--- src/rtl/alu_sequencer.sv ---
// Front-end sequencer for alu_datapath: takes one request, drives the operand bus,
// strobes and start pulse, waits for completion or timeout and returns a response.
module alu_sequencer #(
  parameter int DATA_WIDTH = 8,
  parameter int TIMEOUT    = 16
) (
  input  logic                  clk,
  input  logic                  reset,
  input  logic                  req_valid,
  output logic                  req_ready,
  input  logic [1:0]            req_opcode,
  input  logic [DATA_WIDTH-1:0] req_a,
  input  logic [DATA_WIDTH-1:0] req_b,
  output logic                  rsp_valid,
  input  logic                  rsp_ready,
  output logic [DATA_WIDTH-1:0] rsp_result,
  output logic                  rsp_overflow,
  output logic                  rsp_timeout,
  output logic [DATA_WIDTH-1:0] alu_data,
  output logic [1:0]            opcode_value,
  output logic                  store_a,
  output logic                  store_b,
  output logic                  start,
  input  logic                  alu_done,
  input  logic [DATA_WIDTH-1:0] result,
  input  logic                  overflow
);

  typedef enum logic [2:0] {
    S_IDLE   = 3'd0,
    S_LOAD_A = 3'd1,
    S_LOAD_B = 3'd2,
    S_START  = 3'd3,
    S_WAIT   = 3'd4,
    S_RESP   = 3'd5
  } state_t;

  localparam logic [7:0] TO_LAST = 8'(TIMEOUT - 1);

  state_t                state_r, state_nx_s;
  logic [7:0]            cnt_r, cnt_nx_s;
  logic [1:0]            op_r, op_nx_s;
  logic [DATA_WIDTH-1:0] a_r, a_nx_s, b_r, b_nx_s;
  logic [DATA_WIDTH-1:0] rsp_result_r, res_nx_s;
  logic                  rsp_overflow_r, ovf_nx_s;
  logic                  rsp_timeout_r, to_nx_s;
  logic                  req_ready_r, rsp_valid_r, store_a_r, store_b_r, start_r;
  logic [DATA_WIDTH-1:0] alu_data_r, data_nx_s;

  // Next-state, captured operands and response fields
  always_comb begin
    state_nx_s = state_r;
    cnt_nx_s   = cnt_r;
    op_nx_s    = op_r;
    a_nx_s     = a_r;
    b_nx_s     = b_r;
    res_nx_s   = rsp_result_r;
    ovf_nx_s   = rsp_overflow_r;
    to_nx_s    = rsp_timeout_r;
    case (state_r)
      S_IDLE: begin
        if (req_valid && req_ready_r) begin
          state_nx_s = S_LOAD_A;
          op_nx_s    = req_opcode;
          a_nx_s     = req_a;
          b_nx_s     = req_b;
        end else begin
          state_nx_s = S_IDLE;
        end
      end
      S_LOAD_A: state_nx_s = S_LOAD_B;
      S_LOAD_B: state_nx_s = S_START;
      S_START: begin
        cnt_nx_s   = 8'd0;
        state_nx_s = S_WAIT;
      end
      S_WAIT: begin
        cnt_nx_s = cnt_r + 8'd1;
        // completion wins over a timeout landing in the same cycle
        if (alu_done) begin
          res_nx_s   = result;
          ovf_nx_s   = overflow & ~op_r[1];
          to_nx_s    = 1'b0;
          state_nx_s = S_RESP;
        end else if (cnt_r == TO_LAST) begin
          res_nx_s   = {DATA_WIDTH{1'b0}};
          ovf_nx_s   = 1'b0;
          to_nx_s    = 1'b1;
          state_nx_s = S_RESP;
        end else begin
          state_nx_s = S_WAIT;
        end
      end
      S_RESP: begin
        if (rsp_ready) begin
          state_nx_s = S_IDLE;
        end else begin
          state_nx_s = S_RESP;
        end
      end
      default: state_nx_s = S_IDLE;
    endcase
  end

  // Operand bus value for the upcoming state
  always_comb begin
    data_nx_s = {DATA_WIDTH{1'b0}};
    case (state_nx_s)
      S_LOAD_A: data_nx_s = a_nx_s;
      S_LOAD_B: data_nx_s = b_nx_s;
      default:  data_nx_s = {DATA_WIDTH{1'b0}};
    endcase
  end

  // State register; outputs are registered from the next state so they align with it
  always_ff @(posedge clk) begin
    if (reset) begin
      state_r        <= S_IDLE;
      cnt_r          <= 8'd0;
      op_r           <= 2'd0;
      a_r            <= {DATA_WIDTH{1'b0}};
      b_r            <= {DATA_WIDTH{1'b0}};
      rsp_result_r   <= {DATA_WIDTH{1'b0}};
      rsp_overflow_r <= 1'b0;
      rsp_timeout_r  <= 1'b0;
      req_ready_r    <= 1'b1;
      rsp_valid_r    <= 1'b0;
      store_a_r      <= 1'b0;
      store_b_r      <= 1'b0;
      start_r        <= 1'b0;
      alu_data_r     <= {DATA_WIDTH{1'b0}};
    end else begin
      state_r        <= state_nx_s;
      cnt_r          <= cnt_nx_s;
      op_r           <= op_nx_s;
      a_r            <= a_nx_s;
      b_r            <= b_nx_s;
      rsp_result_r   <= res_nx_s;
      rsp_overflow_r <= ovf_nx_s;
      rsp_timeout_r  <= to_nx_s;
      req_ready_r    <= (state_nx_s == S_IDLE);
      rsp_valid_r    <= (state_nx_s == S_RESP);
      store_a_r      <= (state_nx_s == S_LOAD_A);
      store_b_r      <= (state_nx_s == S_LOAD_B);
      start_r        <= (state_nx_s == S_START);
      alu_data_r     <= data_nx_s;
    end
  end

  assign req_ready    = req_ready_r;
  assign rsp_valid    = rsp_valid_r;
  assign rsp_result   = rsp_result_r;
  assign rsp_overflow = rsp_overflow_r;
  assign rsp_timeout  = rsp_timeout_r;
  assign alu_data     = alu_data_r;
  assign opcode_value = op_r;
  assign store_a      = store_a_r;
  assign store_b      = store_b_r;
  assign start        = start_r;

endmodule

--- config.mk ---
export PLATFORM = sky130hd
export DESIGN_NAME = alu_sequencer
export DESIGN_NICKNAME = d
export VERILOG_FILES = /design/src/rtl/alu_sequencer.sv
export SDC_FILE = /design/constraint.sdc
export NUM_CORES = 1
export LEC_CHECK = 0
export CAP_MARGIN = 15
export CORE_ASPECT_RATIO = 0.5
export CORE_MARGIN = 4
export CORE_UTILIZATION = 40
export DETAILED_ROUTE_END_ITERATION = 10
export GPL_TIMING_DRIVEN = 0
export MAX_ROUTING_LAYER = met4
export PLACE_DENSITY = 0.74
export SETUP_SLACK_MARGIN = 0.15
export SYNTH_ARGS = -nofsm -noshare
export SYNTH_HDL_FRONTEND = slang
export SYNTH_SLANG_ARGS = --single-unit
--- constraint.sdc ---
create_clock -name clk -period 1.3 [get_ports clk]
set_input_delay 0.39 -clock clk [delete_from_list [all_inputs] [get_ports clk]]
set_output_delay 0.39 -clock clk [all_outputs]
set_load 0.005 [all_outputs]
==> run_results.csv <==
group,metric,value,unit
run_status,outcome,"finished with violations",
run_status,violations,"setup timing",
grt,grt_pass1_vias,1662,
grt,grt_util_all_layers,20.1,%
synth,ys.flop_type,"dfxtp_1",
route,drtAntennaViolNets,0,
cts,clock_path_buffers,2,
sta,relSlewSlack,56.1,%
synth,synth.distinct_cells,44,
power_and_ir_drop,peakVddDrop,0.745,mV
route,wire_per_inst,18.2,um
worst_hold_path,holdCritPathClass,"in -> reg",
sta,fin_ws,-0.245,ns
setup_path,cp.arrival,1.77,ns
cts,clockRootBuffer,"clkbuf_8",
setup_path,worst_r2r_path_depth,5,
cts,worstSkewPairLatency,0.30,ns
sta,period_share,119,%
grt,grt_max_degree,16,
floorplanning,start_util,43.1,%
cells_and_area,final_cells,317,
route,firstDrtPassIters,4,
route,drt_iter0_markers,62,
sta,setup_tns,-5.17,ns
floorplanning,dieHeight,54.7,um
worst_hold_path,min_from,"reset",
setup_path,cp.buffers_inverters,1,
route,wirelength,5.78,mm
sta,fmax,0.647,GHz
synth,synth_area_leaders,"dfxtp_1 (51%), mux2i_1 (4.6%), a22o_1 (4.0%), o2bb2ai_1 (4.0%), a21oi_1 (3.7%)",
floorplanning,fp.dieW,101,um
grt,grt_pass1_wl,8.23,mm
setup_path,crit_fanout,3,
synth,yosys_warnings,0,
setup_path,crit_required,1.52,ns
synth,synthArstFlopShare,0,%
synth,netlist_instances,170,
setup_path,crit_chain,"or4_4 > o21bai_4 > buf_4 > nand2_2 > a21boi_1",
cells_and_area,diodes,0,
route,drc,0,
place,gp_congestion,0.818,
cts,clk_pin_slew,0.08,ns
floorplanning,pin_count,57,
setup_path,crit_path_end_kind,"flip-flop",
sta,grt_setup_unrepaired,"true",
place,dpl.cell_count,279,
synth,synth-seq-area-share,50.6,%
setup_path,max_stage_delay,0.55,ns
cts,cts.htree.levels,2,
sta,fin_crit,1.54,ns
power_and_ir_drop,p_leak,1.23,nW
place,portBuffers,55,
sta,worst_slew_pin_slew,0.659,ns
cts,cts_tree,"built",
grt,antenna_found_initial,0,
synth,synth_top_area_share,50.6,%
cells_and_area,area_delta_synth_final,82.9,%
sta,holdWs,0.364,ns
synth,yosys.area.top_type,"dfxtp_1",
worst_hold_path,hold_path_end,"state_r[2]$_SDFF_PP0_",
sta,finalHoldViolCount,0,
cts,holdBufCountCts,0,
floorplanning,coreArea,0.00404,mm^2
floorplanning,rows,16,
synth,synth_edf_count,0,
place,hpwlAfterDp,2.94,mm
synth,syn_area_per_cell,10.2,um^2
setup_path,r2r_start,"cnt_r[4]$_SDFFE_PP0P_",
setup_path,cpMaxStageDelayCell,"or4_4",
setup_path,crit_type,"reg -> reg",
route,viasPerCell,5.43,
floorplanning,dieArea,0.00554,mm^2
cells_and_area,fin_nets,295,
cells_and_area,drive_above_1_share,60.8,%
grt,gr-total-overflow,0,
route,num_vias,1722,
sta,slew_violations,0,
job,maxCapViolations,0,
setup_path,rrSetupSlack,-0.24,ns
setup_path,startpoint_type,"flip-flop",
synth,synth_area,0.00174,mm^2
synth,yosys_register_bits,44,
sta,skew,0.00851,ns
place,pre_cts_slack,-0.301,ns
setup_path,reg2reg_to,"rsp_valid$_SDFF_PP0_",
worst_hold_path,whs_path_depth,2,
sta,setup_viol,38,
synth,syn_nets,203,
cts,numCtsBuffers,5,
cts,clock-sinks,44,
setup_path,path_delay_family,"simple AND/OR/NAND/NOR gates",
power_and_ir_drop,power_density,1200,mW/mm^2
-- power breakdown --
part           leakage [nW]  internal (W)  total [W]  switching, W
Sequential            0.372       0.00145    0.00151     0.0000617
Combinational         0.803      0.000669    0.00121      0.000541
Clock                0.0548      0.000579    0.00109      0.000509
Total                  1.23       0.00270    0.00381       0.00111
-- state kept, by name (all words and copies together), names as in the netlist --
name / flops
alu_data: 8
b_r: 8
cnt_r: 8
opcode_value: 2
req_ready: 1
rsp_overflow: 1
rsp_result: 8
rsp_timeout: 1
rsp_valid: 1
start: 1
state_r: 3
store_a: 1
store_b: 1
-- cells in the mapped netlist, drive strengths merged (2+ instances only) --
library cell and count:
dfxtp 44, a21oi 14, nor2 14, nand2 11, a22o 8, clkbuf 8
mux2i 8, o2bb2ai 8, buf 6, inv 6, nor3 6, a2111oi 3
a31oi 3, nand3 3, a311oi 2, nand2b 2, nor2b 2, nor3b 2
nor4 2, o21ai 2, or4 2
-- timing repair --
| action | in CTS | in global routing |
|---|---|---|
| cloned | 3 | 0 |
| buffers inserted | 17 | 10 |
| pin swaps | 23 | 15 |
| resized for setup | 161 | 66 |
| endpoints found under the setup margin | 67 | 64 |
| hold endpoints to repair | 0 | 0 |
-- logic make-up after synthesis --
family	after synthesis	share of synthesized area (%)
AO/OA/AOI/OAI	48	21.3
AND/OR/NAND/NOR	48	15.4
flip-flops	44	50.6
buffers and inverters	20	6.90
multiplexers	8	4.60
XOR/XNOR	1	0.503
adder cells (fa/ha/maj)	1	0.718
-- routing by layer --
| metal | vias to the layer above | global-route usage (%) | part of all wire, % |
|---|---|---|---|
| met1 | 852 | 23.2 | 42 |
| met4 | 0 | 5.96 | 2.9 |
| li1 | 802 | - | - |
| met3 | 12 | 4.71 | 4.8 |
| met5 | - | - | 0 |
| met2 | 56 | 35.5 | 51 |
-- worst register-to-register path: stages (launching register included) --
cell	delay (ns)
dfxtp_4	0.35
or4_4	0.55
o21bai_4	0.22
buf_4	0.16
nand2_2	0.06
a21boi_1	0.13
-- placed cells by master (no fill, tap or decap), types with 4 or more instances in the layout --
master / n
dfxtp_2: 26
clkbuf_8: 7
nor2_1: 9
clkdlybuf4s50_1: 29
buf_2: 14
buf_4: 14
nand2_2: 4
a22o_1: 8
o2bb2ai_2: 5
nand2_1: 5
mux2i_4: 7
inv_1: 4
dfxtp_1: 15
a21oi_2: 5
buf_8: 5
a21oi_1: 7
buf_6: 25
-- worst max path at each step --
stage | start | endpoint | slack (ns) | cells after the start
floorplan | cnt_r[4]$_SDFFE_PP0P_ | rsp_overflow$_SDFFE_PP0P_ | -0.12 | 4
CTS | cnt_r[4]$_SDFFE_PP0P_ | rsp_result[3]$_SDFFE_PP0P_ | -0.21 | 4
detailed placement | req_valid | alu_data[6]$_SDFF_PP0_ | -0.30 | 5
global route | cnt_r[4]$_SDFFE_PP0P_ | rsp_valid$_SDFF_PP0_ | -0.30 | 5
global placement | req_valid | alu_data[6]$_SDFF_PP0_ | -0.32 | 5
finish | cnt_r[4]$_SDFFE_PP0P_ | rsp_valid$_SDFF_PP0_ | -0.24 | 5
-- per-stage QoR --
| stage | cell area (um^2) | util [%] | power (W) |
|---|---|---|---|
| detailed placement | 2440 | 60.3 | 0.00221 |
| global route | 3190 | 78.8 | 0.00400 |
| global placement | 2440 | 60.3 | 0.00220 |
| finish | 3190 | 78.8 | 0.00381 |
| floorplan | 1820 | - | 0.00194 |
| CTS | 2830 | 69.9 | 0.00353 |
-- layout make-up --
cell class | count | area (um^2)
buffer | 14 | 153
clock buffer | 5 | 68.8
clock inverter | 3 | 46.3
fill | 221 | 858
inverter | 6 | 22.5
multi-input combinational | 108 | 1130
sequential | 44 | 925
tap | 54 | 67.6
timing repair buffer | 83 | 772
(Power assumes the default switching activity.)
